[src/rtl/pc_sequencer_if.sv]
// Control/status bundle between the PC sequencer and its controller.
// The master side drives the requests and the slave side (the sequencer) returns PC state.
interface pc_sequencer_if #(
  parameter int ADDR_W = 32,
  parameter int CNT_W  = 16
);
  logic              run;
  logic              step;
  logic              halt;
  logic              load_en;
  logic [ADDR_W-1:0] load_addr;
  logic [ADDR_W-1:0] pc;
  logic              fetch_stb;
  logic              wrap;
  logic [CNT_W-1:0]  fetch_cnt;
  logic              fault;

  modport master (
    output run, step, halt, load_en, load_addr,
    input  pc, fetch_stb, wrap, fetch_cnt, fault
  );

  modport slave (
    input  run, step, halt, load_en, load_addr,
    output pc, fetch_stb, wrap, fetch_cnt, fault
  );
endinterface

[src/rtl/pc_sequencer.sv]
// Program-counter sequencer: free-run tick or single-step advance, jump loads, halt.
// Optional PC_BOUNDS_CHECK_EN rejects out-of-range/misaligned loads and raises a sticky fault.
module pc_sequencer #(
  parameter int TICK_DIV = 50000000,
  parameter int MEM_SIZE = 64,
  parameter int STRIDE   = 4,
  parameter int ADDR_W   = 32,
  parameter int CNT_W    = 16
) (
  input  logic           sys_clk,
  input  logic           sys_rst,
  pc_sequencer_if.slave  bus
);

  localparam int                TW         = $clog2(TICK_DIV);
  localparam logic [TW-1:0]     TICK_LAST  = TW'(TICK_DIV - 1);
  localparam logic [ADDR_W:0]   MEM_LIM    = (ADDR_W+1)'(MEM_SIZE);
  localparam logic [ADDR_W:0]   STRIDE_X   = (ADDR_W+1)'(STRIDE);
  localparam logic [ADDR_W-1:0] ALIGN_BITS = ADDR_W'(STRIDE - 1);

  logic [TW-1:0]     tick_q, tick_d;
  logic              step_q;
  logic [ADDR_W-1:0] pc_q, pc_d;
  logic              stb_q, stb_d;
  logic              wrap_q, wrap_d;
  logic [CNT_W-1:0]  cnt_q, cnt_d;
  logic              tick, step_rise, adv;
  logic [ADDR_W:0]   nxt;
`ifdef PC_BOUNDS_CHECK_EN
  logic              fault_q, fault_d;
  logic              load_bad;
`else
  logic [ADDR_W-1:0] load_aligned;
`endif

  // NOTE: every variable gets a default at the top of always_comb so no path can infer a latch.
  always_comb begin
    tick      = bus.run && (tick_q == TICK_LAST);
    step_rise = bus.step & ~step_q;
    adv       = ~bus.halt & ((bus.run & tick) | (~bus.run & step_rise));
    nxt       = {1'b0, pc_q} + STRIDE_X;

    if (!bus.run)      tick_d = '0;
    else if (bus.halt) tick_d = tick_q;
    else if (tick)     tick_d = '0;
    else               tick_d = tick_q + 1'b1;

    pc_d   = pc_q;
    stb_d  = 1'b0;
    wrap_d = 1'b0;
`ifdef PC_BOUNDS_CHECK_EN
    fault_d  = fault_q;
    load_bad = ({1'b0, bus.load_addr} >= MEM_LIM) || ((bus.load_addr & ALIGN_BITS) != '0);
`else
    load_aligned = bus.load_addr & ~ALIGN_BITS;
`endif

    // A load always takes the cycle, so a coincident advance is dropped even if the load is rejected.
    if (bus.load_en) begin
`ifdef PC_BOUNDS_CHECK_EN
      if (load_bad) begin
        fault_d = 1'b1;
      end else begin
        pc_d  = bus.load_addr;
        stb_d = 1'b1;
      end
`else
      pc_d  = ({1'b0, load_aligned} >= MEM_LIM) ? '0 : load_aligned;
      stb_d = 1'b1;
`endif
    end else if (adv) begin
      stb_d = 1'b1;
      if (nxt >= MEM_LIM) begin
        pc_d   = '0;
        wrap_d = 1'b1;
      end else begin
        pc_d = nxt[ADDR_W-1:0];
      end
    end

    // Counting alongside the strobe keeps fetch_cnt inclusive of the pulse currently on the output.
    cnt_d = cnt_q + CNT_W'(stb_d);
  end

  // NOTE: sequential state uses non-blocking assignments so all registers see pre-edge values.
  always_ff @(posedge sys_clk or negedge sys_rst) begin
    if (!sys_rst) begin
      tick_q  <= '0;
      step_q  <= 1'b0;
      pc_q    <= '0;
      stb_q   <= 1'b0;
      wrap_q  <= 1'b0;
      cnt_q   <= '0;
`ifdef PC_BOUNDS_CHECK_EN
      fault_q <= 1'b0;
`endif
    end else begin
      tick_q  <= tick_d;
      step_q  <= bus.step;
      pc_q    <= pc_d;
      stb_q   <= stb_d;
      wrap_q  <= wrap_d;
      cnt_q   <= cnt_d;
`ifdef PC_BOUNDS_CHECK_EN
      fault_q <= fault_d;
`endif
    end
  end

  assign bus.pc        = pc_q;
  assign bus.fetch_stb = stb_q;
  assign bus.wrap      = wrap_q;
  assign bus.fetch_cnt = cnt_q;
`ifdef PC_BOUNDS_CHECK_EN
  assign bus.fault     = fault_q;
`else
  assign bus.fault     = 1'b0;
`endif

endmodule

[src/flat_wrapper.sv]
// flat-port wrapper written by rule: the top's interface ports become plain ports
module pc_sequencer_flat 
#(
  parameter int TICK_DIV = 50000000,
  parameter int MEM_SIZE = 64,
  parameter int STRIDE   = 4,
  parameter int ADDR_W   = 32,
  parameter int CNT_W    = 16
)
  (sys_clk, sys_rst, bus_run, bus_step, bus_halt, bus_load_en, bus_load_addr, bus_pc, bus_fetch_stb, bus_wrap, bus_fetch_cnt, bus_fault);
  pc_sequencer_if #(.ADDR_W(ADDR_W), .CNT_W(CNT_W)) bus_i ();
  input  logic sys_clk;
  input  logic sys_rst;
  input wire logic [$bits(bus_i.run)-1:0] bus_run;
  input wire logic [$bits(bus_i.step)-1:0] bus_step;
  input wire logic [$bits(bus_i.halt)-1:0] bus_halt;
  input wire logic [$bits(bus_i.load_en)-1:0] bus_load_en;
  input wire logic [$bits(bus_i.load_addr)-1:0] bus_load_addr;
  output wire logic [$bits(bus_i.pc)-1:0] bus_pc;
  output wire logic [$bits(bus_i.fetch_stb)-1:0] bus_fetch_stb;
  output wire logic [$bits(bus_i.wrap)-1:0] bus_wrap;
  output wire logic [$bits(bus_i.fetch_cnt)-1:0] bus_fetch_cnt;
  output wire logic [$bits(bus_i.fault)-1:0] bus_fault;
  assign bus_i.run = bus_run;
  assign bus_i.step = bus_step;
  assign bus_i.halt = bus_halt;
  assign bus_i.load_en = bus_load_en;
  assign bus_i.load_addr = bus_load_addr;
  assign bus_pc = bus_i.pc;
  assign bus_fetch_stb = bus_i.fetch_stb;
  assign bus_wrap = bus_i.wrap;
  assign bus_fetch_cnt = bus_i.fetch_cnt;
  assign bus_fault = bus_i.fault;
  pc_sequencer #(.TICK_DIV(TICK_DIV), .MEM_SIZE(MEM_SIZE), .STRIDE(STRIDE), .ADDR_W(ADDR_W), .CNT_W(CNT_W)) u_core (.sys_clk(sys_clk), .sys_rst(sys_rst), .bus(bus_i));
endmodule
[config.mk]
export PLATFORM = sky130hd
export DESIGN_NAME = pc_sequencer_flat
export DESIGN_NICKNAME = d
export VERILOG_FILES = /design/src/rtl/pc_sequencer_if.sv /design/src/rtl/pc_sequencer.sv /design/src/flat_wrapper.sv
export SDC_FILE = /design/constraint.sdc
export NUM_CORES = 1
export LEC_CHECK = 0
export BUFFER_PORTS_ARGS = -buffer_cell sky130_fd_sc_hd__clkbuf_2
export CAP_MARGIN = 20
export CORE_UTILIZATION = 53
export CTS_CLUSTER_SIZE = 25
export DETAILED_ROUTE_END_ITERATION = 6
export PLACE_DENSITY = 0.78
export REMOVE_ABC_BUFFERS = 1
export SKIP_CTS_REPAIR_TIMING = 1
export SKIP_LAST_GASP = 1
export SLEW_MARGIN = 20
export SYNTH_ARGS = -nofsm -noshare
export SYNTH_HDL_FRONTEND = slang
export SYNTH_SLANG_ARGS = --single-unit
export TNS_END_PERCENT = 1
[constraint.sdc]
create_clock -name sys_clk -period 3.9 [get_ports sys_clk]
set_input_delay 0.78 -clock sys_clk [delete_from_list [all_inputs] [get_ports sys_clk]]
set_output_delay 0.78 -clock sys_clk [all_outputs]
set_load 0.01 [all_outputs]
==> impl_results.md, run 1 <==
- Status: complete, no violations
- Psw: 0.452 mW
- Combinational share of power: 10.7%
- Number of flops mapped to enable cells by yosys: 0
- Pin count of the biggest net entering global routing: 76
- Number of global-route vias before repair: 3248
- Hold Violations, Final: 0
- Die width: 88.7 um
- Fin Hold WS: 487 ps
- Layout cells sized above 1: 22.8%
- P_leak: 2.16 nW
- Final setup margin: 625 ps
- Minimum clock period: 3270 ps
- Commonest non-fill, non-tap cell in the layout: clkbuf_2
- Slew Limit Headroom: 39.2%
- CP max stage delay: 580 ps
- Rows: 31
- Worst min path class: flop to flop
- Placed inst area: 4440 sq um
- RSZ-0062 raised after global routing: false
- Crit path launch type: flop
- Slew @ Worst Pin: 911 ps
- Ant diodes: 0
- IO Port Bufs: 83
- Die Area: 7860 sq um
- Crit share post-route: 84.0%
- Yosys warns: 0
- Initial antenna violation count: 0
- PD cells: 368 nW/um^2
- DR DRC count: 0
- Sw frac: 26.3%
- Routability cong.: 0.862
- Layout Skew: 9.92 ps
- Htree depth: 3
- Post-synthesis register bit count: 75
- Critical path arrival: 3500 ps
- Router iterations before antenna repair: 4
- Final Util: 64.4%
- First-pass GRT wire length: 14700 um
- Die Height: 88.7 um
- Most frequent cells in the layout: 82 x clkbuf_2, 75 x dfrtp_1, 37 x nand2_1
- Flop pwr share: 50.7%
- Max clock buf depth: 2
- Crit end category: flop
- Synth cell types: 57
- Fillcell total: 612
- I/O pin count: 89
- CTS tree: built
- Synth-to-layout area growth: 17.3%
- Slowest-stage cell, CP: nor4_1
- Vias: 3443
- Synth Cell Area: 3980 sq um
- Core area: 7250 sq um
- Seq/Total Area, Yosys: 47.2%
- Post-route cell area: 4670 sq um
- DR vias/cell: 5.76
- Final Max Slew Viols: 0
- Total negative slack: 0 ps
- Critical path peak fanout: 5
- Most used DFF post-synth: dfrtp_1
- Synth top area share: 47.2%
- Clock transition at path regs: 80 ps
- Asr flop ratio synth: 100%
- DP Wirelength: 6100 um
- Cells after Synth: 412
- Initial DRC count: 192
- Final net count: 536
- Worst VDD drop: 0.000302 V
- CTS Sinks: 75
- Final global-route overflow total: 0
- Final setup vio count: 0
- Fin cells: 598
- CP Cell Sequence: nand4bb_1 -> or4_1 -> nor4_1 -> o21ba_2 -> nor2_1 -> inv_1 -> ha_1 -> ha_1 -> and3_1 -> nand3_1 -> xnor2_1
- Most used cell along the critical path: ha_1
- Routed WL: 8610 um
- Worst Setup Path Type: flop to flop
- Clk_lat worst skew: 350 ps
- Clock power share: 38.5%
- Area contributors post-synth: dfrtp_1 47%, xnor2_1 4.8%, and2_1 4.6%
- Dpl cells: 582
- Req. time, crit path: 4130 ps
- Synth area leader: dfrtp_1
- Avg Inst Size Synth: 9.66 sq um
- Max_cap viols: 0
- TritonCTS buffer count: 9
- WL per Instance: 14.4 um
- Internal Power: 1.27 mW
- Dpl ws: 662 ps
- Starting Density: 54.9%
- Highest clock rate: 305 MHz
- Total GRT Usage: 24.2%
- Pwr Total: 1.72 mW
- Post-DRT Antenna Nets: 0
- Clock root buffer: clkbuf_8
-- flip-flops by register name, summed over array words and instances, names as in the netlist --
name,count
u_core.step_q,1
u_core.tick_q,26
u_core.bus.fetch_cnt,16
u_core.bus.fetch_stb,1
u_core.bus.pc,30
u_core.bus.wrap,1
-- cell usage after synthesis (2+ instances only) --
| cell | instances |
|---|---|
| clkbuf_1 | 6 |
| nor4_1 | 10 |
| and3_1 | 14 |
| nor3b_1 | 5 |
| nor3_1 | 8 |
| and2_0 | 2 |
| nand2b_1 | 3 |
| buf_2 | 2 |
| or3_1 | 6 |
| a22oi_1 | 2 |
| a211oi_1 | 2 |
| mux2i_1 | 2 |
| and2_1 | 29 |
| o21ai_0 | 16 |
| buf_4 | 6 |
| nand2_1 | 37 |
| or4_1 | 4 |
| and2_2 | 2 |
| a21oi_1 | 13 |
| mux2_2 | 2 |
| inv_1 | 7 |
| o41ai_1 | 3 |
| o31ai_1 | 6 |
| nand4_1 | 18 |
| nor2b_1 | 3 |
| dfrtp_1 | 75 |
| xor2_1 | 12 |
| ha_1 | 4 |
| a21o_1 | 2 |
| xnor2_1 | 22 |
| nor2_1 | 33 |
| and4_1 | 7 |
| buf_6 | 2 |
| nand3_1 | 24 |
-- per-layer routing --
| layer | part of all wire (%) | GRT usage, % | vias to the layer above | wire [um] |
|---|---|---|---|---|
| met1 | 44 | 30.1 | 1682 | 3750 |
| met2 | 50 | 39.3 | 99 | 4280 |
| li1 | - | - | 1647 | - |
| met3 | 5.1 | 7.74 | 15 | 435 |
| met5 | 0 | 0 | - | 0 |
| met4 | 1.6 | 9.82 | 0 | 140 |
-- power groups by stage --
| stage | Combinational, mW | Sequential (mW) | Clock (mW) |
|---|---|---|---|
| floorplan | 0.0738 | 0.898 | 0 |
| global placement | 0.184 | 0.886 | 0 |
| detailed placement | 0.189 | 0.888 | 0 |
| CTS | 0.190 | 0.873 | 0.683 |
| global route | 0.211 | 0.881 | 0.720 |
| finish | 0.185 | 0.872 | 0.663 |
-- worst max-delay path: cells and delay by family, from the launching register on --
kind	cells	cell delay (ps)
AOI/OAI and AO/OA	1	280
xor gates and xnor gates	1	130
adders and majority gates	2	460
buffers and inverters	1	160
DFF	1	400
and+or+nand+nor	6	1740
-- cell families (layout without fill, tap and decap cells) --
| kind of cell | count (synthesis) | after routing | share of synthesized area [%] |
|---|---|---|---|
| and+or+nand+nor | 213 | 213 | 30.1 |
| AOI/OAI and AO/OA | 58 | 58 | 9.68 |
| buffers and inverters | 23 | 108 | 3.18 |
| muxes | 4 | 4 | 1.07 |
| DFF | 75 | 75 | 47.2 |
| other | 1 | 3 | 0.0942 |
| xor gates and xnor gates | 34 | 34 | 7.48 |
| adders and majority gates | 4 | 4 | 1.26 |
-- final cells by class --
type | instances | area (sq um) | share of cell area, %
multi-input cells | 316 | 1980 | 42.5
flip-flops and latches | 75 | 1880 | 40.2
repair buffers | 85 | 433 | 9.27
clock buffers | 9 | 124 | 2.65
well taps | 99 | 124 | 2.65
clock inverters | 7 | 101 | 2.17
inverters | 7 | 26.3 | 0.563
-- worst paths after layout --
kind | start | to | slack [ps] | cells after the start
hold reg to reg | u_core.bus.fetch_cnt[15] | u_core.bus.fetch_cnt[15] | 490 | 1
setup / recovery | u_core.tick_q[24] | u_core.bus.fetch_cnt[12] | 630 | 11
min in group asynchronous | sys_rst | u_core.tick_q[20] | 570 | 1
max in group asynchronous | sys_rst | u_core.bus.fetch_cnt[12] | 2760 | 1
setup reg to reg | u_core.tick_q[24] | u_core.bus.fetch_cnt[12] | 630 | 11
hold / removal | u_core.bus.fetch_cnt[15] | u_core.bus.fetch_cnt[15] | 490 | 1
No activity file was read; power rests on OpenSTA's default activity.
==> inputs of run 2 (changes only) <==
--- a/config.mk
+++ b/config.mk
@@ -7,10 +7,10 @@
 export LEC_CHECK = 0
 export BUFFER_PORTS_ARGS = -buffer_cell sky130_fd_sc_hd__clkbuf_2
 export CAP_MARGIN = 20
-export CORE_UTILIZATION = 53
+export CORE_UTILIZATION = 49
 export CTS_CLUSTER_SIZE = 25
 export DETAILED_ROUTE_END_ITERATION = 6
-export PLACE_DENSITY = 0.78
+export PLACE_DENSITY = 0.76
 export REMOVE_ABC_BUFFERS = 1
 export SKIP_CTS_REPAIR_TIMING = 1
 export SKIP_LAST_GASP = 1
==> constraint.sdc (replaced) <==
create_clock -name sys_clk -period 2.9 [get_ports sys_clk]
set_input_delay 0.58 -clock sys_clk [delete_from_list [all_inputs] [get_ports sys_clk]]
set_output_delay 0.58 -clock sys_clk [all_outputs]
set_load 0.01 [all_outputs]
==> run 2 against run 1 <==
Effect of this change:
- setup slack worse by 460 ps
- core utilization is 2.9 points lower
- routed wire length is 6.7% higher
- critical path type unchanged
- largest cell class unchanged
- highest routed layer unchanged
==> impl_results.md, run 2 (synthesis gave the netlist of run 1 again) <==
- DP Wirelength: 6600 um (+8.2%)
- Slowest-stage cell, CP: or3_4
- Final Util: 61.5% (-2.9 points)
- Hold Crit Depth: 1 (unchanged)
- Final global-route overflow total: 0 (unchanged)
- Routed WL: 9190 um (+6.7%)
- Final net count: 549 (+2.4%)
- Highest clock rate: 365 MHz (+20%)
- CTS tree: built
- Req. time, crit path: 3170 ps (-960 ps)
- Slew @ Worst Pin: 930 ps (+18.7 ps)
- Commonest non-fill, non-tap cell in the layout: clkbuf_2
- CTS Sinks: 75 (unchanged)
- Final setup vio count: 0 (unchanged)
- First-pass GRT wire length: 15300 um (+4.0%)
- Core area: 7810 sq um (+7.6%)
- Worst R2R Setup Slack: 160 ps (-460 ps)
- CP Cell Sequence: nand4_1 -> or3_4 -> nor2_1 -> mux2_2 -> o21ai_0 -> nand3_1 -> or4_1 -> a2bb2oi_1
- Worst min path class: input port to flop
- Register-to-Register Path Depth: 8 (-3)
- Minimum clock period: 2740 ps (-535 ps)
- Die Height: 92.1 um (+3.9%)
- WL per Instance: 15.0 um (+3.9%)
- Number of global-route vias before repair: 3304 (+1.7%)
- Router iterations before antenna repair: 5 (+1)
- Total GRT Usage: 22.6% (-1.7 points)
- DR vias/cell: 5.59 (-3.0%)
- Starting Density: 51.0% (-3.9 points)
- Synth-to-layout area growth: 20.7%
- R2r endpoint: u_core.bus.pc[3]
- Clock transition at path regs: 80 ps (about the same)
- Worst Setup Path Type: flop to flop
- Layout cells sized above 1: 27.5% (+4.7 points)
- Critical path arrival: 3010 ps (-490 ps)
- CP max stage delay: 490 ps (-90 ps)
- Hold Violations, Final: 0 (unchanged)
- Final Max Slew Viols: 0 (unchanged)
- Post-DRT Antenna Nets: 0 (unchanged)
- Total negative slack: 0 ps (unchanged)
- Die width: 92.1 um (+3.9%)
- Layout Skew: 9.87 ps (-0.0534 ps)
- Critical path peak fanout: 9 (+4)
- Initial DRC count: 223 (+16%)
- Rows: 32 (+3.2%)
- Routability cong.: 0.897 (+4.0%)
- Max reg flops: 30 (unchanged)
- Pwr Total: 2.31 mW (+34%)
- Reg2reg start: u_core.bus.pc[2]
- DR DRC count: 0 (unchanged)
- Max clock buf depth: 2 (unchanged)
- Pin count of the biggest net entering global routing: 76 (unchanged)
- Crit end category: flop
- Vias: 3430 (-0.38%)
- HP Start: bus_step
- P_leak: 2.23 nW (+3.1%)
- Hold worst-path end: u_core.step_q
- RSZ-0062 raised after global routing: true
- Most frequent cells in the layout: 82 x clkbuf_2, 70 x dfrtp_1, 37 x nand2_1
- I/O pin count: 89 (unchanged)
- TritonCTS buffer count: 9 (unchanged)
- PD cells: 481 nW/um^2 (+30%)
- Crit path launch type: flop
- Clk_lat worst skew: 360 ps (about the same)
- Slew Limit Headroom: 38.0% (-1.2 points)
- Status: complete, no violations
- Die Area: 8490 sq um (+8.0%)
- Crit share post-route: 94.5% (+11 points)
- Htree depth: 3 (unchanged)
- Worst VDD drop: 0.000376 V (+24%)
- IO Port Bufs: 83 (unchanged)
- Initial antenna violation count: 0 (unchanged)
- Clock root buffer: clkbuf_8
- Ant diodes: 0 (unchanged)
- Max_cap viols: 0 (unchanged)
## run 2: cell types whose count changed in the layout (fill, tap and decap cells not counted), moves of 2 or more
cell,previous run,this run
buf_4,3,16
dfrtp_1,75,70
dfrtp_2,0,5
clkbuf_8,9,12
nor4_1,10,7
nor4_2,0,3
and3_1,14,12
and3_2,1,3
clkinv_2,0,2
clkinv_4,2,0
## run 2: through the flow
stage / setup WS [ps] / cell area [sq um] / hold WS, ps / cells
floorplan: -97.9 / 3890 / 284 / 398
CTS: -43.3 / 4760 / 345 / 614
finish: 160 / 4800 / 342 / 614
detailed placement: -2.83 / 4550 / 479 / 598
global placement: 160 / 4550 / 464 / 598
global route: -6.78 / 4800 / 345 / 614
## run 2: final cells by class
cell class	count	area, sq um
clock buffer	12	165
clock inverter	4	47.5
fill	677	3000
inverter	7	26.3
multi-input combinational	316	2020
sequential	75	1880
tap	102	128
timing repair buffer	98	531
## run 2: worst max path at each step
stage                 startpoint                       end  slack, ps  depth (start not counted)
2_1_floorplan  u_core.tick_q[24]  u_core.bus.fetch_cnt[12]       -100                         11
3_3_place_gp   u_core.tick_q[24]  u_core.bus.fetch_cnt[12]        160                         11
3_5_place_dp    u_core.bus.pc[2]          u_core.bus.pc[4]         -3                         10
4_1_cts         u_core.bus.pc[2]          u_core.bus.pc[4]        -40                         10
5_1_grt        u_core.tick_q[24]  u_core.bus.fetch_cnt[10]         -7                         11
6_report        u_core.bus.pc[2]          u_core.bus.pc[3]        160                          8
## run 2: metal layers
metal | part of all wire (%) | vias to the layer above | global-route usage [%]
li1 | - | 1671 | -
met2 | 49 | 85 | 36.8
met5 | 0 | - | 0
met1 | 45 | 1653 | 29.8
met3 | 4.1 | 21 | 4.81
met4 | 2.0 | 0 | 7.94
## run 2: power by group
part	internal, mW	total (mW)	switching [mW]
Clock	0.465	0.861	0.395
Sequential	1.11	1.17	0.0679
Combinational	0.125	0.274	0.150
## run 2: worst max-delay path: cells and delay by family, from the launching register on
kind | cells | cell delay (ps)
AND/OR/NAND/NOR | 5 | 1570
flip-flops | 1 | 460
multiplexers | 1 | 330
AO/OA/AOI/OAI | 2 | 300
==> inputs of run 3 (changes only) <==
--- a/config.mk
+++ b/config.mk
@@ -7,10 +7,10 @@
 export LEC_CHECK = 0
 export BUFFER_PORTS_ARGS = -buffer_cell sky130_fd_sc_hd__clkbuf_2
 export CAP_MARGIN = 20
-export CORE_UTILIZATION = 49
+export CORE_UTILIZATION = 53
 export CTS_CLUSTER_SIZE = 25
 export DETAILED_ROUTE_END_ITERATION = 6
-export PLACE_DENSITY = 0.76
+export PLACE_DENSITY = 0.78
 export REMOVE_ABC_BUFFERS = 1
 export SKIP_CTS_REPAIR_TIMING = 1
 export SKIP_LAST_GASP = 1
==> constraint.sdc (replaced) <==
create_clock -name sys_clk -period 3.5 [get_ports sys_clk]
set_input_delay 0.7 -clock sys_clk [delete_from_list [all_inputs] [get_ports sys_clk]]
set_output_delay 0.7 -clock sys_clk [all_outputs]
set_load 0.01 [all_outputs]
==> run 3 against run 2 <==
Effect of this change:
- count of clock-buffer cells in the layout did not move
- worst hold slack improved by 130 ps
- final area fell by 2.8%
- maximum frequency fell by 13%
- combinational power fell by 24%
- register-to-register slack improved by 200 ps
==> impl_results.md, run 3 (synthesis gave the netlist of run 1 again) <==
- Status: complete, no violations
- Htree depth: 3 (unchanged)
- Register area: 1880 sq um (-0.33%)
- Worst Setup Path Type: flop to flop
- Core area: 7250 sq um (-7.1%)
- Multi-input gate area: 1980 sq um (-1.9%)
- Crit end category: flop
- Fin cells: 599 (-2.4%)
- Die width: 88.7 um (-3.8%)
- Crit share post-route: 89.7% (-4.8 points)
- Number of global-route vias before repair: 3088 (-6.5%)
- Most frequent cells in the layout: 82 x clkbuf_2, 75 x dfrtp_1, 37 x nand2_1
- I/O pin count: 89 (unchanged)
- Initial DRC count: 214 (-4.0%)
- Final setup vio count: 0 (unchanged)
- Slowest-stage cell, CP: or4_1
- Total GRT Usage: 24.4% (+1.9 points)
- Placed inst area: 4450 sq um (-2.1%)
- Commonest non-fill, non-tap cell in the layout: clkbuf_2
- Dpl cells: 583 (-2.5%)
- Die Height: 88.7 um (-3.8%)
- Pin count of the biggest net entering global routing: 76 (unchanged)
- IO Port Bufs: 83 (unchanged)
- Post-DRT Antenna Nets: 0 (unchanged)
- CP Cell Sequence: nand4bb_1 -> or4_1 -> nor4_1 -> buf_4 -> o21ba_2 -> nor2_1 -> inv_1 -> ha_1 -> ha_1 -> and3_1 -> nand3_1 -> xnor2_1
- Routed WL: 8840 um (-3.8%)
- Worst VDD drop: 0.000343 V (-8.8%)
- Die Area: 7860 sq um (-7.4%)
- Final Util: 64.4% (+2.9 points)
- PD cells: 411 nW/um^2 (-14%)
- Max clock buf depth: 2 (unchanged)
- Router iterations before antenna repair: 5 (unchanged)
- Max_cap viols: 0 (unchanged)
- Most used cell along the critical path: ha_1
- DR vias/cell: 5.66 (+1.4%)
- TritonCTS buffer count: 9 (unchanged)
- Highest clock rate: 318 MHz (-13%)
- Routability cong.: 0.834 (-7.0%)
- Layout Skew: 7.41 ps (-2.46 ps)
- Initial antenna violation count: 0 (unchanged)
- Max reg flops: 30 (unchanged)
- Slew @ Worst Pin: 921 ps (-8.95 ps)
- Synth-to-layout area growth: 17.4%
- DR DRC count: 0 (unchanged)
- Clk_lat worst skew: 340 ps (-20 ps)
- Slew Limit Headroom: 38.6% (+0.60 points)
- CP max stage delay: 480 ps (about the same)
- RSZ-0062 raised after global routing: false
- Critical path arrival: 3370 ps (+360 ps)
- Met2 WL post-DR: 4180 um (-7.9%)
- Hold Violations, Final: 0 (unchanged)
- Req. time, crit path: 3730 ps (+560 ps)
- Rows: 31 (-3.1%)
- Vias: 3393 (-1.1%)
- WL met3: 473 um (+26%)
- Post-route cell area: 4670 sq um (-2.8%)
- Post-Route M1 WL: 3990 um (-2.5%)
- Fillcell total: 613 (-9.5%)
- Starting Density: 54.9% (+3.9 points)
- Critical path peak fanout: 5 (-4)
- Clock transition at path regs: 80 ps (about the same)
- First-pass GRT wire length: 14600 um (-4.7%)
- Final Max Slew Viols: 0 (unchanged)
- P_leak: 2.17 nW (-2.5%)
- Final net count: 537 (-2.2%)
- WL per Instance: 14.8 um (-1.4%)
- DP Wirelength: 6270 um (-4.9%)
- Fin Hold WS: 476 ps (+135 ps)
- Ant diodes: 0 (unchanged)
- CTS Sinks: 75 (unchanged)
- Minimum clock period: 3140 ps (+400 ps)
- Layout cells sized above 1: 22.6% (-4.9 points)
- Crit path launch type: flop
- Clock root buffer: clkbuf_8
- Total negative slack: 0 ps (unchanged)
- Top Metal Used: met4
- CTS tree: built
- Worst min path class: input port to flop
- Final global-route overflow total: 0 (unchanged)
[run 3: layout make-up]
class / count / share of cell area [%]
clock buffers: 12 / 3.11
clock inverters: 4 / 1.58
inverters: 7 / 0.563
multi-input cells: 316 / 42.5
flip-flops and latches: 75 / 40.2
well taps: 99 / 2.65
repair buffers: 86 / 9.43
[run 3: path summary, 6_finish.rpt]
| check | start | to | slack [ps] | depth (start not counted) |
|---|---|---|---|---|
| min in group asynchronous | sys_rst | u_core.tick_q[20] | 490 | 1 |
| max in group asynchronous | sys_rst | u_core.bus.pc[4] | 2420 | 1 |
| worst max register to register | u_core.tick_q[24] | u_core.bus.fetch_cnt[12] | 360 | 12 |
| worst min register to register | u_core.bus.fetch_cnt[15] | u_core.bus.fetch_cnt[15] | 480 | 1 |
| worst max-delay path | u_core.tick_q[24] | u_core.bus.fetch_cnt[12] | 360 | 12 |
| worst min-delay path | bus_step | u_core.step_q | 480 | 1 |
[run 3: per-stage QoR]
step | total power, mW | setup slack (ps)
final | 1.92 | 360
after global routing | 2.01 | 130
after floorplan | 1.08 | 502
after CTS | 1.94 | 349
after global placement | 1.19 | 514
after detailed placement | 1.20 | 382
[run 3: critical path, delay by kind of cell (launching register included)]
kind | cells | cell delay (ps)
AND/OR/NAND/NOR | 6 | 1470
adder cells (fa/ha/maj) | 2 | 470
flip-flops | 1 | 410
buffers and inverters | 2 | 350
AO/OA/AOI/OAI | 1 | 180
XOR/XNOR | 1 | 140
[run 3: metal layers]
layer  up-vias  track usage, %
met2       116            36.5
met1      1613            33.5
met3        19            5.69
met5         -               0
met4         0            12.2
li1       1645               -
[run 3: power breakdown]
group | switching (mW) | total, mW | leakage [nW] | internal (mW)
registers | 0.0590 | 0.975 | 1.03 | 0.916
logic | 0.114 | 0.207 | 1.04 | 0.0925
clock network | 0.317 | 0.740 | 0.111 | 0.422
total | 0.491 | 1.92 | 2.17 | 1.43
